==> src/rtl/spr_hshrink_xgen.sv <==
// spr_hshrink_xgen -- sprite horizontal render stage.
//
// Takes one 14-bit parameter word per sprite tile {CHAIN, HSHRINK[3:0], XPOS[8:0]},
// walks the 16 tile columns on successive PIX_EN strobes, drops columns according
// to the 16-column H-shrink mask, and emits line-buffer write strobes/addresses
// together with the tile column index used by the graphics fetch.
//
// Ports:
//   CLK       single system clock, rising edge
//   RESET     asynchronous, active-high reset
//   PIX_EN    pixel-step enable, 1 CLK wide
//   NEW_LINE  line-start strobe: clears chain state, aborts any run
//   LOAD      parameter strobe, PIPE_C valid on this cycle
//   PIPE_C    {CHAIN[13], HSHRINK[12:9], XPOS[8:0]}
//   FLIP      horizontal flip (tile column order reversed)
//   LB_WE     line-buffer write strobe (registered, 1 CLK wide)
//   LB_ADDR   line-buffer X address for LB_WE (holds between writes)
//   PIX_COL   tile column 0..15 of the current write (holds between writes)
//   BUSY      high while a tile is being stepped
//   DONE      1-CLK pulse with the 16th column step
//
// Build option: define SPR_CLIP_EN to suppress writes at X >= LB_WIDTH.
// Without it every kept column writes and LB_WIDTH is ignored.

module spr_hshrink_xgen #(
  parameter int LB_WIDTH = 320
) (
  input  logic        CLK,
  input  logic        RESET,
  input  logic        PIX_EN,
  input  logic        NEW_LINE,
  input  logic        LOAD,
  input  logic [13:0] PIPE_C,
  input  logic        FLIP,
  output logic        LB_WE,
  output logic [8:0]  LB_ADDR,
  output logic [3:0]  PIX_COL,
  output logic        BUSY,
  output logic        DONE
);

  localparam logic IDLE = 1'b0;
  localparam logic RUN  = 1'b1;

  // Shrink pattern for HSHRINK h; bit 15 is the first step, popcount = h+1.
  function automatic logic [15:0] shrink_mask(input logic [3:0] h);
    case (h)
      4'd0:    shrink_mask = 16'h0080;
      4'd1:    shrink_mask = 16'h0880;
      4'd2:    shrink_mask = 16'h08A0;
      4'd3:    shrink_mask = 16'h28A0;
      4'd4:    shrink_mask = 16'h2AA0;
      4'd5:    shrink_mask = 16'hAAA0;
      4'd6:    shrink_mask = 16'hAAA2;
      4'd7:    shrink_mask = 16'hAAAA;
      4'd8:    shrink_mask = 16'hAEAA;
      4'd9:    shrink_mask = 16'hEEAA;
      4'd10:   shrink_mask = 16'hEEAE;
      4'd11:   shrink_mask = 16'hEEEE;
      4'd12:   shrink_mask = 16'hEFEE;
      4'd13:   shrink_mask = 16'hFFEE;
      4'd14:   shrink_mask = 16'hFFEF;
      default: shrink_mask = 16'hFFFF;
    endcase
  endfunction

  logic        state;
  logic [3:0]  step;
  logic [8:0]  x;
  logic [15:0] mask;
  logic [8:0]  prev_x;
  logic [4:0]  prev_w;

  logic [8:0]  base_x;
  logic [4:0]  base_w;
  logic [8:0]  start_x;
  logic [3:0]  col;
  logic        keep;
  logic        write_ok;

  // Chain base, start X, column index and keep decision for the current step.
  always_comb begin
    // NEW_LINE on the same cycle as LOAD clears the chain base first.
    if (NEW_LINE) begin
      base_x = 9'd0;
      base_w = 5'd0;
    end else begin
      base_x = prev_x;
      base_w = prev_w;
    end
    if (PIPE_C[13]) begin
      start_x = base_x + {4'd0, base_w};
    end else begin
      start_x = PIPE_C[8:0];
    end
    // The shrink mask is applied in screen (step) order; FLIP only reverses
    // which tile column is fetched at each screen position.
    keep = mask[4'd15 - step];
    if (FLIP) begin
      col = 4'd15 - step;
    end else begin
      col = step;
    end
  end

`ifdef SPR_CLIP_EN
  localparam logic [9:0] LB_LIMIT = 10'(LB_WIDTH);

  // Off-screen kept columns still advance X but do not strobe.
  always_comb begin
    if ({1'b0, x} < LB_LIMIT) begin
      write_ok = 1'b1;
    end else begin
      write_ok = 1'b0;
    end
  end
`else
  logic unused_lb_width;
  assign unused_lb_width = ^LB_WIDTH;
  assign write_ok = 1'b1;
`endif

  // Tile stepping state, chain memory and registered outputs.
  always_ff @(posedge CLK or posedge RESET) begin
    if (RESET) begin
      state   <= IDLE;
      step    <= 4'd0;
      x       <= 9'd0;
      mask    <= 16'h0000;
      prev_x  <= 9'd0;
      prev_w  <= 5'd0;
      LB_WE   <= 1'b0;
      LB_ADDR <= 9'd0;
      PIX_COL <= 4'd0;
      BUSY    <= 1'b0;
      DONE    <= 1'b0;
    end else begin
      LB_WE <= 1'b0;
      DONE  <= 1'b0;
      if (NEW_LINE) begin
        prev_x <= 9'd0;
        prev_w <= 5'd0;
        state  <= IDLE;
        BUSY   <= 1'b0;
      end
      if (LOAD) begin
        // A LOAD always wins: it aborts any run and ignores a coincident PIX_EN.
        prev_x <= start_x;
        prev_w <= {1'b0, PIPE_C[12:9]} + 5'd1;
        x      <= start_x;
        step   <= 4'd0;
        mask   <= shrink_mask(PIPE_C[12:9]);
        state  <= RUN;
        BUSY   <= 1'b1;
      end else if (!NEW_LINE && state == RUN && PIX_EN) begin
        if (keep) begin
          LB_WE   <= write_ok;
          LB_ADDR <= x;
          PIX_COL <= col;
          x       <= x + 9'd1;
        end
        step <= step + 4'd1;
        if (step == 4'd15) begin
          state <= IDLE;
          BUSY  <= 1'b0;
          DONE  <= 1'b1;
        end
      end
    end
  end

endmodule

==> config.mk <==
export PLATFORM = sky130hd
export DESIGN_NAME = spr_hshrink_xgen
export DESIGN_NICKNAME = d
export VERILOG_FILES = /design/src/rtl/spr_hshrink_xgen.sv
export SDC_FILE = /design/constraint.sdc
export NUM_CORES = 1
export LEC_CHECK = 0
export BUFFER_PORTS_ARGS = -buffer_cell sky130_fd_sc_hd__buf_2
export CAP_MARGIN = 0
export CELL_PAD_IN_SITES_DETAIL_PLACEMENT = 2
export CELL_PAD_IN_SITES_GLOBAL_PLACEMENT = 2
export CORE_MARGIN = 2
export CORE_UTILIZATION = 30
export DETAILED_ROUTE_END_ITERATION = 6
export GPL_TIMING_DRIVEN = 0
export PLACE_DENSITY = 0.68
export SYNTH_ARGS = -nofsm -noshare
export SYNTH_HDL_FRONTEND = slang
export SYNTH_SLANG_ARGS = --single-unit
export TNS_END_PERCENT = 1
==> constraint.sdc <==
create_clock -name CLK -period 3.85 [get_ports CLK]
set_input_delay 0.1925 -clock CLK [delete_from_list [all_inputs] [get_ports CLK]]
set_output_delay 0.1925 -clock CLK [all_outputs]
set_load 0.02 [all_outputs]
==> reports/metrics.cfg <==
[sta]
finalHoldViolations=0
hold_ws_ps=159
relSlewSlack=0.571
fin_crit_ps=2830
fmax_mhz=353
setup_viol=0
worst_pin_slew_ps=643
rsz0062_at_grt=false
post-route-period-util=0.735
slew_viol_final=0
clock_skew_ps=8.52
setup_tns_ps=0

[floorplan]
io_pins=36
initial_utilization=0.306
die_w_um=109
die_area_mm2=0.0119
fp-row-count=38
fp.dieH_um=109
coreArea_mm2=0.0108

[clocking]
cts_buffer_depth=2
root_buffer=clkbuf_8
tritoncts=yes
post-cts-setup-buffers=0
path_clk_slew_ps=70
ctsHtreeMaxLevel=3
cts_resized=0
hold_buffers=1
cts_made_buffers=9
clock_latency_ps=340
clkSinkCount=60

[logic_synthesis]
syn_area_per_cell_um2=10.0
synth_top_area_frac=0.452
synthTopCellsByCount=60 x dfrtp_1, 30 x nand2_1, 27 x nor2_1
synthArstFlopShare=1.00
netlist_instances=332
synthFlopType=dfrtp_1
ys_warn_count=0
synth-seq-cells=60
synthesis.area_mm2=0.00332
yosysSeqAreaShare=0.452
synth_area_leader_cell=dfrtp_1
synth_most_common_cell=dfrtp_1
synth_area_leaders=dfrtp_1 45%, ha_1 4.1%, mux2i_1 3.6%
synth_edf_count=0
synth_nets=364
ys_types=52

[placement]
place_area_mm2=0.00369
portBuffers=34
dp_hpwl_um=7120
gp_congestion=0.760

[final_layout]
layout.nets=411
antenna_cells=0
final_area_mm2=0.00391
syn_to_final_growth_pct=17.6
n_fill_cell=1216
post-route-util=0.360
drive_above_1_share=0.212

[worst_setup_path]
crit_end=x[7]
cp-startpoint=NEW_LINE
worstReg2RegStart=prev_x[0]
reg2regPathDepth=10
path_max_fanout=10
r2r-end=prev_x[8]
worst_setup_path_end_kind=register
required_ps=4060
path_class=in -> reg
crit_path_start_kind=primary input
rrSetupSlack_ps=1360
crit_arrival_ps=3040

[global_routing]
grt_pass1_vias=2915
gr-total-overflow=0
grt_first_pass_wirelength_um=15900
track_usage=0.178
grt_antenna_before_repair=0
grt_max_degree=35

[pwr]
p_leak_nw=1.72
p_total_mw=1.81
vdd_drop_max_mv=0.160
p_per_area_mw_per_mm2=464

[routing]
wire_per_inst_um=18.2
viasPerCell=5.05
drc_errors=0
wl_um=9500
drtIter0Drc=100
vias=2635
firstDrtPassIters=4
ant_nets=0

[status]
outcome=finished, final reports clean

[min_path]
hold_path_class=in -> reg

[job]
drv_cap=0

[worst min path at each step]
stage	from	cells after the start	end
6_report	PIPE_C[10]	3	mask[0]
5_1_grt	PIPE_C[10]	3	mask[0]
4_1_cts	PIPE_C[10]	3	mask[0]
3_5_place_dp	RESET	2	state
3_3_place_gp	mask[7]	1	mask[7]
2_1_floorplan	PIPE_C[10]	2	mask[0]
[worst max-delay path, cell delays in order]
cell and delay [ps]:
buf_2 190, clkbuf_1 420, inv_1 300, nand2_1 210
inv_1 60, ha_1 310, a211oi_1 260, nor2_1 120
o21ai_0 360, nor4_1 100, nor3_1 420, a211oi_1 90
[stage by stage]
stage / instances / worst slack [ps]
detailed placement: 507 / 628
floorplan: 332 / 1650
global route: 522 / 719
CTS: 522 / 998
global placement: 506 / 645
finish: 522 / 1020
[area by class of cell]
class / instances / area (um^2) / area share
Multi-Input combinational cell: 239 / 1660 / 0.425
Sequential cell: 60 / 1500 / 0.384
Timing Repair Buffer: 36 / 200 / 0.0512
Clock buffer: 13 / 179 / 0.0458
Tap cell: 140 / 175 / 0.0448
Buffer: 17 / 100 / 0.0256
Inverter: 16 / 60.1 / 0.0154
Clock inverter: 1 / 30.0 / 0.00769
[per-layer routing]
metal | part of all wire | vias up | GRT usage
met4 | 0.013 | 0 | 0.0561
met5 | 0 | - | 0
li1 | - | 1264 | -
met3 | 0.027 | 9 | 0.0323
met2 | 0.49 | 32 | 0.298
met1 | 0.47 | 1330 | 0.234
[sequential cells by signal, summed over array words and instances (netlist names)]
register / count
BUSY: 1
DONE: 1
LB_ADDR: 9
LB_WE: 1
PIX_COL: 4
mask: 16
prev_w: 5
prev_x: 9
state: 1
step: 4
x: 9
[cell families (layout without fill, tap and decap cells)]
| family | Yosys count | in the layout | synth area share |
|---|---|---|---|
| fa+ha+maj | 12 | 12 | 0.0475 |
| mux | 24 | 24 | 0.0825 |
| buf+inv | 33 | 83 | 0.0482 |
| compound gates | 75 | 75 | 0.165 |
| flops | 60 | 60 | 0.452 |
| simple gates | 115 | 115 | 0.171 |
| xor+xnor | 13 | 13 | 0.0343 |
[power by group]
part / switching, mW / total (mW) / internal, mW
Combinational: 0.238 / 0.410 / 0.172
Sequential: 0.0629 / 0.786 / 0.723
Clock: 0.255 / 0.618 / 0.363
[layout by cell type (no fill, tap or decap), types with 4 or more instances in the layout]
cell	count
nor2_1	27
buf_1	5
mux2_2	7
xor2_1	4
a211oi_1	6
dfrtp_1	60
clkbuf_8	13
and3_1	4
o21ai_0	13
ha_1	11
o2bb2ai_1	4
a21oi_1	15
and2_1	4
clkbuf_1	7
mux2i_1	12
nor2b_1	19
nand2_1	30
a31oi_1	9
nor3_1	7
xnor2_1	9
nand3_1	10
buf_2	34
inv_1	14
mux2_4	5
Note: power is estimated with default switching activity, not from simulation.
